==> config.mk <==
export PLATFORM = sky130hd
export DESIGN_NAME = vend_sequencer_flat
export DESIGN_NICKNAME = d
export VERILOG_FILES = /design/src/rtl/vend_pkg.sv /design/src/rtl/vend_sequencer_if.sv /design/src/rtl/vend_sequencer_pulse_timer.sv /design/src/rtl/vend_sequencer.sv /design/src/flat_wrapper.sv
export SDC_FILE = /design/constraint.sdc
export NUM_CORES = 1
export LEC_CHECK = 0
export ABC_AREA = 1
export CAP_MARGIN = 40
export CELL_PAD_IN_SITES_DETAIL_PLACEMENT = 1
export CELL_PAD_IN_SITES_GLOBAL_PLACEMENT = 2
export CORE_ASPECT_RATIO = 1.2
export CORE_MARGIN = 2
export CORE_UTILIZATION = 32
export CTS_CLUSTER_DIAMETER = 120
export CTS_CLUSTER_SIZE = 25
export DETAILED_ROUTE_END_ITERATION = 12
export HOLD_SLACK_MARGIN = 0.1
export PLACE_DENSITY_LB_ADDON = 0.1
export SETUP_SLACK_MARGIN = 0.3
export SYNTH_ARGS = -nofsm -noshare
export SYNTH_HDL_FRONTEND = slang
export SYNTH_SLANG_ARGS = --single-unit
==> constraint.sdc <==
create_clock -name clk -period 6.15 [get_ports clk]
set_input_delay 0.9225 -clock clk [delete_from_list [all_inputs] [get_ports clk]]
set_output_delay 0.9225 -clock clk [all_outputs]
set_load 0.05 [all_outputs]
==> src/rtl/vend_pkg.sv <==
// Shared types and constants for the vend_sequencer block: FSM state
// encoding, coin_type encodings and coin values in quarter units.
package vend_pkg;

  typedef enum logic [1:0] {
    COLLECT   = 2'd0,
    VEND      = 2'd1,
    CHG_WAIT  = 2'd2,
    CHG_PULSE = 2'd3
  } state_t;

  localparam logic [1:0] COIN_NONE    = 2'b00;
  localparam logic [1:0] COIN_QUARTER = 2'b01;
  localparam logic [1:0] COIN_HALF    = 2'b10;
  localparam logic [1:0] COIN_DOLLAR  = 2'b11;

  localparam logic [3:0] VAL_QUARTER = 4'd1;
  localparam logic [3:0] VAL_HALF    = 4'd2;
  localparam logic [3:0] VAL_DOLLAR  = 4'd4;

  // Credit value of a coin in quarter units; "none" is worth nothing.
  function automatic logic [3:0] coin_value(input logic [1:0] coin_type);
    case (coin_type)
      COIN_QUARTER: return VAL_QUARTER;
      COIN_HALF:    return VAL_HALF;
      COIN_DOLLAR:  return VAL_DOLLAR;
      default:      return 4'd0;
    endcase
  endfunction

endpackage

==> src/rtl/vend_sequencer_if.sv <==
// Coin/dispense/status bundle for vend_sequencer. The slave modport is the
// sequencer itself; the master modport is whatever drives coins and the hopper.
interface vend_sequencer_if;
  logic       coin_valid;
  logic [1:0] coin_type;
  logic       coin_ready;
  logic       refund_req;
  logic       hopper_ready;
  logic       guffin_out;
  logic       quarter_out;
  logic       halfDollar_out;
  logic [3:0] credit_q;
  logic [2:0] state_code;
  logic       busy;

  modport master (
    output coin_valid, coin_type, refund_req, hopper_ready,
    input  coin_ready, guffin_out, quarter_out, halfDollar_out,
           credit_q, state_code, busy
  );

  modport slave (
    input  coin_valid, coin_type, refund_req, hopper_ready,
    output coin_ready, guffin_out, quarter_out, halfDollar_out,
           credit_q, state_code, busy
  );
endinterface

==> src/rtl/vend_sequencer_pulse_timer.sv <==
// pulse_timer: loads PULSE_W and counts down to zero. active is high while
// the count is nonzero; last marks the final cycle of the pulse so the owner
// can drop its output on the same edge the count reaches zero.
module pulse_timer #(
  parameter int PULSE_W = 4
) (
  input  logic clk,
  input  logic rst_n,
  input  logic load,
  output logic active,
  output logic last
);

  logic [3:0] count;

  // Reload on request, otherwise count down and park at zero.
  always_ff @(posedge clk or negedge rst_n) begin
    if (!rst_n) begin
      count <= 4'd0;
    end else if (load) begin
      count <= 4'(PULSE_W);
    end else if (count != 4'd0) begin
      count <= count - 4'd1;
    end
  end

  assign active = (count != 4'd0);
  assign last   = (count == 4'd1);

endmodule

==> src/rtl/vend_sequencer.sv <==
// vend_sequencer: accepts coins, dispenses an item once credit reaches
// PRICE_Q, then pays change back as half-dollar/quarter pulses gated by the
// hopper. Optional build macro VEND_REFUND_EN adds a customer refund path
// from COLLECT; without it refund_req is ignored.
module vend_sequencer
  import vend_pkg::*;
#(
  parameter int PRICE_Q = 6,
  parameter int PULSE_W = 4
) (
  input logic            clk,
  input logic            rst_n,
  vend_sequencer_if.slave bus
);

  localparam logic [3:0] PRICE = 4'(PRICE_Q);

  state_t     state;
  logic [3:0] credit;
  logic       guffin_r;
  logic       quarter_r;
  logic       half_r;

  logic       coin_take;
  logic [3:0] credit_sum;
  logic       vend_now;
  logic       chg_now;
  logic       refund_take;
  logic       timer_load;
  logic       timer_active;
  logic       timer_last;
  logic       pulse_end;

  assign coin_take  = bus.coin_valid && (state == COLLECT) && (bus.coin_type != COIN_NONE);
  assign credit_sum = credit + (coin_take ? coin_value(bus.coin_type) : 4'd0);
  assign vend_now   = (state == COLLECT) && (credit_sum >= PRICE);
  assign chg_now    = (state == CHG_WAIT) && bus.hopper_ready;
  assign timer_load = vend_now || chg_now;
  assign pulse_end  = timer_active && timer_last;

`ifdef VEND_REFUND_EN
  assign refund_take = bus.refund_req && (credit_sum != 4'd0);
`else
  logic unused_refund;
  assign unused_refund = bus.refund_req;
  assign refund_take   = 1'b0;
`endif

  pulse_timer #(.PULSE_W(PULSE_W)) u_timer (
    .clk    (clk),
    .rst_n  (rst_n),
    .load   (timer_load),
    .active (timer_active),
    .last   (timer_last)
  );

  // Main sequencer: state, credit and the registered dispense outputs.
  always_ff @(posedge clk or negedge rst_n) begin
    if (!rst_n) begin
      state     <= COLLECT;
      credit    <= 4'd0;
      guffin_r  <= 1'b0;
      quarter_r <= 1'b0;
      half_r    <= 1'b0;
    end else begin
      case (state)
        COLLECT: begin
          credit <= credit_sum;
          if (vend_now) begin
            state    <= VEND;
            guffin_r <= 1'b1;
          end else if (refund_take) begin
            state <= CHG_WAIT;
          end
        end
        VEND: begin
          if (pulse_end) begin
            guffin_r <= 1'b0;
            credit   <= credit - PRICE;
            state    <= (credit > PRICE) ? CHG_WAIT : COLLECT;
          end
        end
        CHG_WAIT: begin
          if (bus.hopper_ready) begin
            state <= CHG_PULSE;
            if (credit >= VAL_HALF) begin
              half_r <= 1'b1;
              credit <= credit - VAL_HALF;
            end else begin
              quarter_r <= 1'b1;
              credit    <= credit - VAL_QUARTER;
            end
          end
        end
        CHG_PULSE: begin
          if (pulse_end) begin
            half_r    <= 1'b0;
            quarter_r <= 1'b0;
            state     <= (credit != 4'd0) ? CHG_WAIT : COLLECT;
          end
        end
        default: state <= COLLECT;
      endcase
    end
  end

  assign bus.coin_ready     = (state == COLLECT);
  assign bus.busy           = (state != COLLECT);
  assign bus.state_code     = {1'b0, state};
  assign bus.credit_q       = credit;
  assign bus.guffin_out     = guffin_r;
  assign bus.quarter_out    = quarter_r;
  assign bus.halfDollar_out = half_r;

endmodule

==> src/flat_wrapper.sv <==
// flat-port wrapper written by rule: the top's interface ports become plain ports
module vend_sequencer_flat import vend_pkg::*;
#(
  parameter int PRICE_Q = 6,
  parameter int PULSE_W = 4
)
  (clk, rst_n, bus_coin_valid, bus_coin_type, bus_refund_req, bus_hopper_ready, bus_coin_ready, bus_guffin_out, bus_quarter_out, bus_halfDollar_out, bus_credit_q, bus_state_code, bus_busy);
  vend_sequencer_if bus_i ();
  input logic clk;
  input logic rst_n;
  input wire logic [$bits(bus_i.coin_valid)-1:0] bus_coin_valid;
  input wire logic [$bits(bus_i.coin_type)-1:0] bus_coin_type;
  input wire logic [$bits(bus_i.refund_req)-1:0] bus_refund_req;
  input wire logic [$bits(bus_i.hopper_ready)-1:0] bus_hopper_ready;
  output wire logic [$bits(bus_i.coin_ready)-1:0] bus_coin_ready;
  output wire logic [$bits(bus_i.guffin_out)-1:0] bus_guffin_out;
  output wire logic [$bits(bus_i.quarter_out)-1:0] bus_quarter_out;
  output wire logic [$bits(bus_i.halfDollar_out)-1:0] bus_halfDollar_out;
  output wire logic [$bits(bus_i.credit_q)-1:0] bus_credit_q;
  output wire logic [$bits(bus_i.state_code)-1:0] bus_state_code;
  output wire logic [$bits(bus_i.busy)-1:0] bus_busy;
  assign bus_i.coin_valid = bus_coin_valid;
  assign bus_i.coin_type = bus_coin_type;
  assign bus_i.refund_req = bus_refund_req;
  assign bus_i.hopper_ready = bus_hopper_ready;
  assign bus_coin_ready = bus_i.coin_ready;
  assign bus_guffin_out = bus_i.guffin_out;
  assign bus_quarter_out = bus_i.quarter_out;
  assign bus_halfDollar_out = bus_i.halfDollar_out;
  assign bus_credit_q = bus_i.credit_q;
  assign bus_state_code = bus_i.state_code;
  assign bus_busy = bus_i.busy;
  vend_sequencer #(.PRICE_Q(PRICE_Q), .PULSE_W(PULSE_W)) u_core (.clk(clk), .rst_n(rst_n), .bus(bus_i));
endmodule
==> results of run 1 <==
-- where the power goes --
part	total (mW)	internal, mW	switching (mW)
Sequential	0.174	0.127	0.0475
Clock	0.0811	0.0459	0.0352
Combinational	0.593	0.207	0.387
-- cell families after synthesis --
logic type	after synthesis	share of synthesized area [%]
xor+xnor	2	1.46
simple gates	85	32.6
flops	13	27.0
other cells	1	0.312
compound gates	20	9.77
fa+ha+maj	19	20.4
buf+inv	26	8.42
-- worst min path at each step --
stage                                             to  slack (ps)  cells after the start
2_1_floorplan    u_core.u_timer.count[0]$_DFFE_PN0P_         530                      2
3_3_place_gp      u_core.bus.quarter_out$_DFFE_PN0P_         480                      2
3_5_place_dp   u_core.bus.halfDollar_out$_DFFE_PN0P_         490                      2
4_1_cts        u_core.bus.halfDollar_out$_DFFE_PN0P_         510                      2
5_1_grt        u_core.bus.halfDollar_out$_DFFE_PN0P_         540                      2
6_report       u_core.bus.halfDollar_out$_DFFE_PN0P_         500                      2
-- per-layer routing --
layer | GRT usage (%) | part of all wire (%)
met4 | 5.93 | 1.3
met1 | 21.5 | 46
met2 | 28.4 | 51
met5 | 0 | 0
met3 | 2.19 | 1.8
-- sequential cells by signal, summed over array words and instances, names as in the netlist --
signal,flops
u_core.state,2
u_core.bus.halfDollar_out,1
u_core.bus.quarter_out,1
u_core.bus.guffin_out,1
u_core.u_timer.count,4
u_core.bus.credit_q,4
-- worst max-delay path, delay by kind of cell (launching register included) --
kind	cells	cell delay [ps]
adder cells (fa/ha/maj)	1	290
flip-flops	1	420
buffers and inverters	3	970
-- through the flow --
stage | std cells | setup slack, ps | total power, mW
final | 237 | 3290 | 0.849
after detailed placement | 233 | 3030 | 0.775
after global routing | 237 | 3060 | 0.945
after floorplan | 166 | 3300 | 0.608
after CTS | 237 | 3260 | 0.863
after global placement | 233 | 3050 | 0.761
-- Yosys cell counts (2+ instances only) --
| cell type | count |
|---|---|
| inv_2 | 2 |
| a21oi_1 | 7 |
| a21oi_2 | 2 |
| nand2_1 | 44 |
| o21ai_0 | 7 |
| nand3_1 | 16 |
| nand4_1 | 3 |
| o211ai_1 | 3 |
| nand2_2 | 2 |
| nor2_1 | 10 |
| inv_1 | 22 |
| dfrtp_1 | 13 |
| nor2_2 | 3 |
| ha_1 | 18 |
-- final cells by class --
| class | count | area, µm² | area share [%] |
|---|---|---|---|
| repair buffers | 16 | 160 | 10.9 |
| multi-input cells | 127 | 777 | 53.0 |
| flip-flops and latches | 13 | 325 | 22.2 |
| inverters | 25 | 93.8 | 6.40 |
| well taps | 52 | 65.1 | 4.44 |
| clock buffers | 4 | 45.0 | 3.07 |
==> flow_metrics.py, run 1 <==
metrics = {
    "timing": {
        "hold_slack_ps": 497,
        "fin_worst_skew_ps": 3.97,
        "hold_viol": 0,
        "finalMaxSlewViolations": 0,
        "tightest_slew_ps": 634,
        "tns_ps": 0,
        "rsz0062_at_grt": "false",
        "maxSlewHeadroom_pct": 57.6,
        "fin_crit_sh_pct": 46.5,
        "fin_crit_ps": 2860,
        "setup_violations": 0,
        "max_freq_mhz": 349,
    },
    "synthesis": {
        "synth-async-reset-ratio_pct": 100,
        "synthesis.nets": 192,
        "syn_avg_cell_area_um2": 7.25,
        "yosys_warnings": 0,
        "yosysTopAreaCell": "dfrtp_1",
        "syn_area_mm2": 0.00120,
        "synth_top_cells_by_area": "dfrtp_1 27%, ha_1 19%, nand2_1 14%",
        "ys_ff_latch": 13,
        "synth_seq_area_share_pct": 27.0,
        "synth_edf_count": 0,
        "yosysTopAreaCellShare_pct": 27.0,
        "ys.flop_type": "dfrtp_1",
        "synth_cell_types": 28,
        "netlist_instances": 166,
    },
    "critical_path": {
        "arrival_ps": 1940,
        "crit_slowest_cell": "clkdlybuf4s50_1",
        "rrSetupSlack_ps": 3590,
        "crit_top_cell": "inv_1",
        "cp_max_fo": 7,
        "crit_chain": "inv_1 -> ha_1 -> inv_1 -> clkdlybuf4s50_1",
        "end_kind": "output pin",
        "critPathKind": "reg2out",
        "reg2reg_from": "u_core.state[0]$_DFFE_PN0P_",
        "reg2reg_depth": 13,
        "cpPeakStageDelay_ps": 790,
        "cp-start-kind": "flip-flop",
        "setup.worst_path.start": "u_core.state[0]$_DFFE_PN0P_",
        "required_ps": 5230,
        "worstReg2RegEnd": "u_core.u_timer.count[3]$_DFFE_PN0P_",
        "cp-endpoint": "bus_busy",
    },
    "final_layout": {
        "fin_area_mm2": 0.00147,
        "post-route-util_pct": 40.4,
        "syn2layout_area_growth_pct": 21.8,
        "n_antenna_cell": 0,
        "layout_commonest_cell": "nand2_1",
        "fill_cells": 462,
        "layout_common_cells": "44 x nand2_1, 22 x inv_1, 18 x ha_1",
        "nets": 212,
        "final_layout_size_suffix_gt1_share_pct": 9.19,
    },
    "floorplan": {
        "row_count": 24,
        "die_h_um": 71.2,
        "coreArea_mm2": 0.00363,
        "die_area_mm2": 0.00427,
        "chipWidth_um": 60.0,
        "pin_count": 19,
        "start_util_pct": 33.1,
    },
    "clock_tree": {
        "cts_hold_buffers": 0,
        "clockBufferDepth": 2,
        "cts.repair.resized": 0,
        "root_buffer": "clkbuf_8",
        "cts.sinks": 13,
        "cts_tree": "built",
        "post_cts_buffers": 0,
        "clk_latency_ps": 250,
        "cts_htree_levels": 1,
        "cts.clk_slew.worst_paths_ps": 60,
        "numCtsBuffers": 3,
    },
    "job": {
        "cap_viol_max_count": 0,
    },
    "global_routing": {
        "grt_max_degree": 14,
        "antenna_found_initial": 0,
        "grt_pass1_wl_um": 5430,
        "grt_overflow": 0,
        "grt_pass1_vias": 1221,
        "grt.total_usage_pct": 16.8,
    },
    "power_and_ir_drop": {
        "peakVddDrop_mv": 0.205,
        "p_per_area_mw_per_mm2": 579,
        "power.leakage_nw": 0.742,
    },
    "placement": {
        "placed_area_mm2": 0.00142,
        "port_buffers": 16,
        "gp_congestion": 0.773,
        "hpwlAfterDp_um": 2530,
    },
    "route": {
        "drt_iter0_drc": 21,
        "wl_per_cell_um": 13.1,
        "vias": 1119,
        "ant_nets": 0,
        "dr.pass1.iters": 4,
        "route.detailed.drc": 0,
        "vias_per_cell": 4.72,
        "drt-total-wl_um": 3100,
    },
    "run_status": {
        "outcome": "complete, no violations",
    },
    "hold_path": {
        "hold_path.class": "reg2reg",
        "hold_start": "u_core.bus.halfDollar_out$_DFFE_PN0P_",
    },
}
Note: power is estimated with default switching activity, not from simulation.
==> run 2: changes to the inputs <==
Settings changed: CORE_UTILIZATION 32 to 30.
Clock period 6.15 ns to 2.69 ns, I/O delays scaled along.
==> flow_metrics.py, run 2 (synthesized netlist as in run 1, its figures left out) <==
metrics = {
    "timing": {
        "rsz0062_at_grt": "true",
        "fin_crit_sh_pct": 86.6,
        "fin_ws_ps": 359,
        "fin_crit_ps": 2330,
        "maxSlewHeadroom_pct": 57.4,
        "setup_violations": 0,
        "tns_ps": 0,
        "finalMaxSlewViolations": 0,
        "tightest_slew_ps": 637,
        "hold_viol": 0,
        "fin_worst_skew_ps": 2.90,
        "max_freq_mhz": 429,
    },
    "critical_path": {
        "cp-start-kind": "flip-flop",
        "end_kind": "flip-flop",
        "cp_max_fo": 5,
        "required_ps": 2870,
        "arrival_ps": 2510,
        "critPathKind": "reg2reg",
    },
    "floorplan": {
        "die_area_mm2": 0.00454,
        "pin_count": 19,
        "start_util_pct": 30.8,
        "chipWidth_um": 61.8,
        "die_h_um": 73.4,
        "row_count": 25,
        "coreArea_mm2": 0.00391,
    },
    "placement": {
        "place_ws_ps": 76.8,
        "hpwlAfterDp_um": 2620,
        "port_buffers": 16,
        "gp_congestion": 0.710,
    },
    "global_routing": {
        "antenna_found_initial": 0,
        "grt_max_degree": 14,
        "grt.total_usage_pct": 15.8,
        "grt_pass1_vias": 1169,
        "grt_overflow": 0,
        "grt_pass1_wl_um": 5240,
    },
    "route": {
        "ant_nets": 0,
        "vias_per_cell": 4.67,
        "drt-total-wl_um": 3120,
        "drt_iter0_drc": 16,
        "route.detailed.drc": 0,
        "dr.pass1.iters": 4,
        "wl_per_cell_um": 12.7,
        "vias": 1150,
    },
    "power_and_ir_drop": {
        "p_sw_share_pct": 53.5,
        "peakVddDrop_mv": 0.405,
        "p_per_area_mw_per_mm2": 1320,
        "internal_power_mw": 0.953,
        "clockPowerShare_pct": 8.6,
        "p_switching_mw": 1.10,
        "power.leakage_nw": 0.773,
        "total_power_mw": 2.05,
        "seqPwrFrac_pct": 19.5,
        "comb_power_share_pct": 71.9,
    },
    "clock_tree": {
        "cts.clk_slew.worst_paths_ps": 60,
        "clk_latency_ps": 240,
        "numCtsBuffers": 3,
        "cts.sinks": 13,
        "clockBufferDepth": 2,
        "cts_tree": "built",
        "root_buffer": "clkbuf_8",
        "cts_htree_levels": 1,
    },
    "final_layout": {
        "nets": 219,
        "post-route-util_pct": 39.9,
        "fill_cells": 493,
        "syn2layout_area_growth_pct": 29.5,
        "multi_input_area_um2": 810,
        "n_antenna_cell": 0,
        "final_layout_size_suffix_gt1_share_pct": 19.3,
        "layout_common_cells": "42 x nand2_1, 18 x inv_1, 16 x ha_1, 16 x clkdlybuf4s50_1, 15 x nand3_1",
        "layout_commonest_cell": "nand2_1",
        "regArea_um2": 328,
    },
    "job": {
        "cap_viol_max_count": 0,
    },
    "hold_path": {
        "hold_path.class": "reg2reg",
    },
    "run_status": {
        "outcome": "complete, no violations",
    },
}
==> run 2: final timing paths <==
| path | from | end | slack (ps) | cells past startpoint |
|---|---|---|---|---|
| max in group asynchronous | rst_n | u_core.state[1]$_DFFE_PN0P_ | 1690 | 1 |
| worst min-delay path | u_core.bus.halfDollar_out$_DFFE_PN0P_ | u_core.bus.halfDollar_out$_DFFE_PN0P_ | 480 | 2 |
| min in group asynchronous | rst_n | u_core.u_timer.count[3]$_DFFE_PN0P_ | 550 | 1 |
| worst min register to register | u_core.bus.halfDollar_out$_DFFE_PN0P_ | u_core.bus.halfDollar_out$_DFFE_PN0P_ | 480 | 2 |
| worst max-delay path | u_core.state[0]$_DFFE_PN0P_ | u_core.state[1]$_DFFE_PN0P_ | 360 | 13 |
| worst max register to register | u_core.state[0]$_DFFE_PN0P_ | u_core.state[1]$_DFFE_PN0P_ | 360 | 13 |
==> run 2: area by class of cell <==
cell class,count,share of cell area (%)
clock buffers,4,2.89
inverters,25,6.18
multi-input cells,127,51.9
flip-flops and latches,13,21.0
well taps,54,4.33
repair buffers,23,13.6
==> run 2: per-layer routing <==
| layer | vias to the layer above | part of all wire, % | track usage [%] | routed length (µm) |
|---|---|---|---|---|
| met5 | - | 0 | 0 | 0 |
| met4 | 0 | 1.7 | 6.38 | 53 |
| met3 | 4 | 1.3 | 1.58 | 42 |
| met2 | 9 | 55 | 29.0 | 1720 |
| met1 | 555 | 42 | 18.0 | 1300 |
| li1 | 582 | - | - | - |
==> run 2: critical path, stage by stage, from the launching register on <==
cell and delay [ps]:
dfrtp_2 440, inv_4 80, ha_4 160, nand2_2 50, nor3_2 180, ha_2 210, inv_2 40, fa_2 530
inv_2 40, nand3_2 50, nand4_1 170, nand3_1 160, nand2_1 60, nand2_1 60
==> run 2: through the flow <==
stage                     hold slack (ps)  instances  area, µm²
after CTS                             490        239       1490
after global placement                475        235       1440
final                                 484        246       1560
after global routing                  524        246       1560
after detailed placement              476        235       1440
after floorplan                       108        166       1220
==> run 2: repair_timing <==
item                                    CTS  global route
resized for setup                         1             8
endpoints found under the hold margin     0             0
endpoints found under the setup margin    5             7
pin swaps                                 0            10
hold buffers                              0             0
buffers inserted                          0             7
==> run 2: power groups by stage <==
stage	clock [mW]	sequential (mW)	combinational, mW
6_report	0.177	0.399	1.48
5_1_grt	0.191	0.416	1.66
4_1_cts	0.183	0.405	1.42
3_5_place_dp	0	0.408	1.41
3_3_place_gp	0	0.404	1.38
2_1_floorplan	0	0.583	0.840
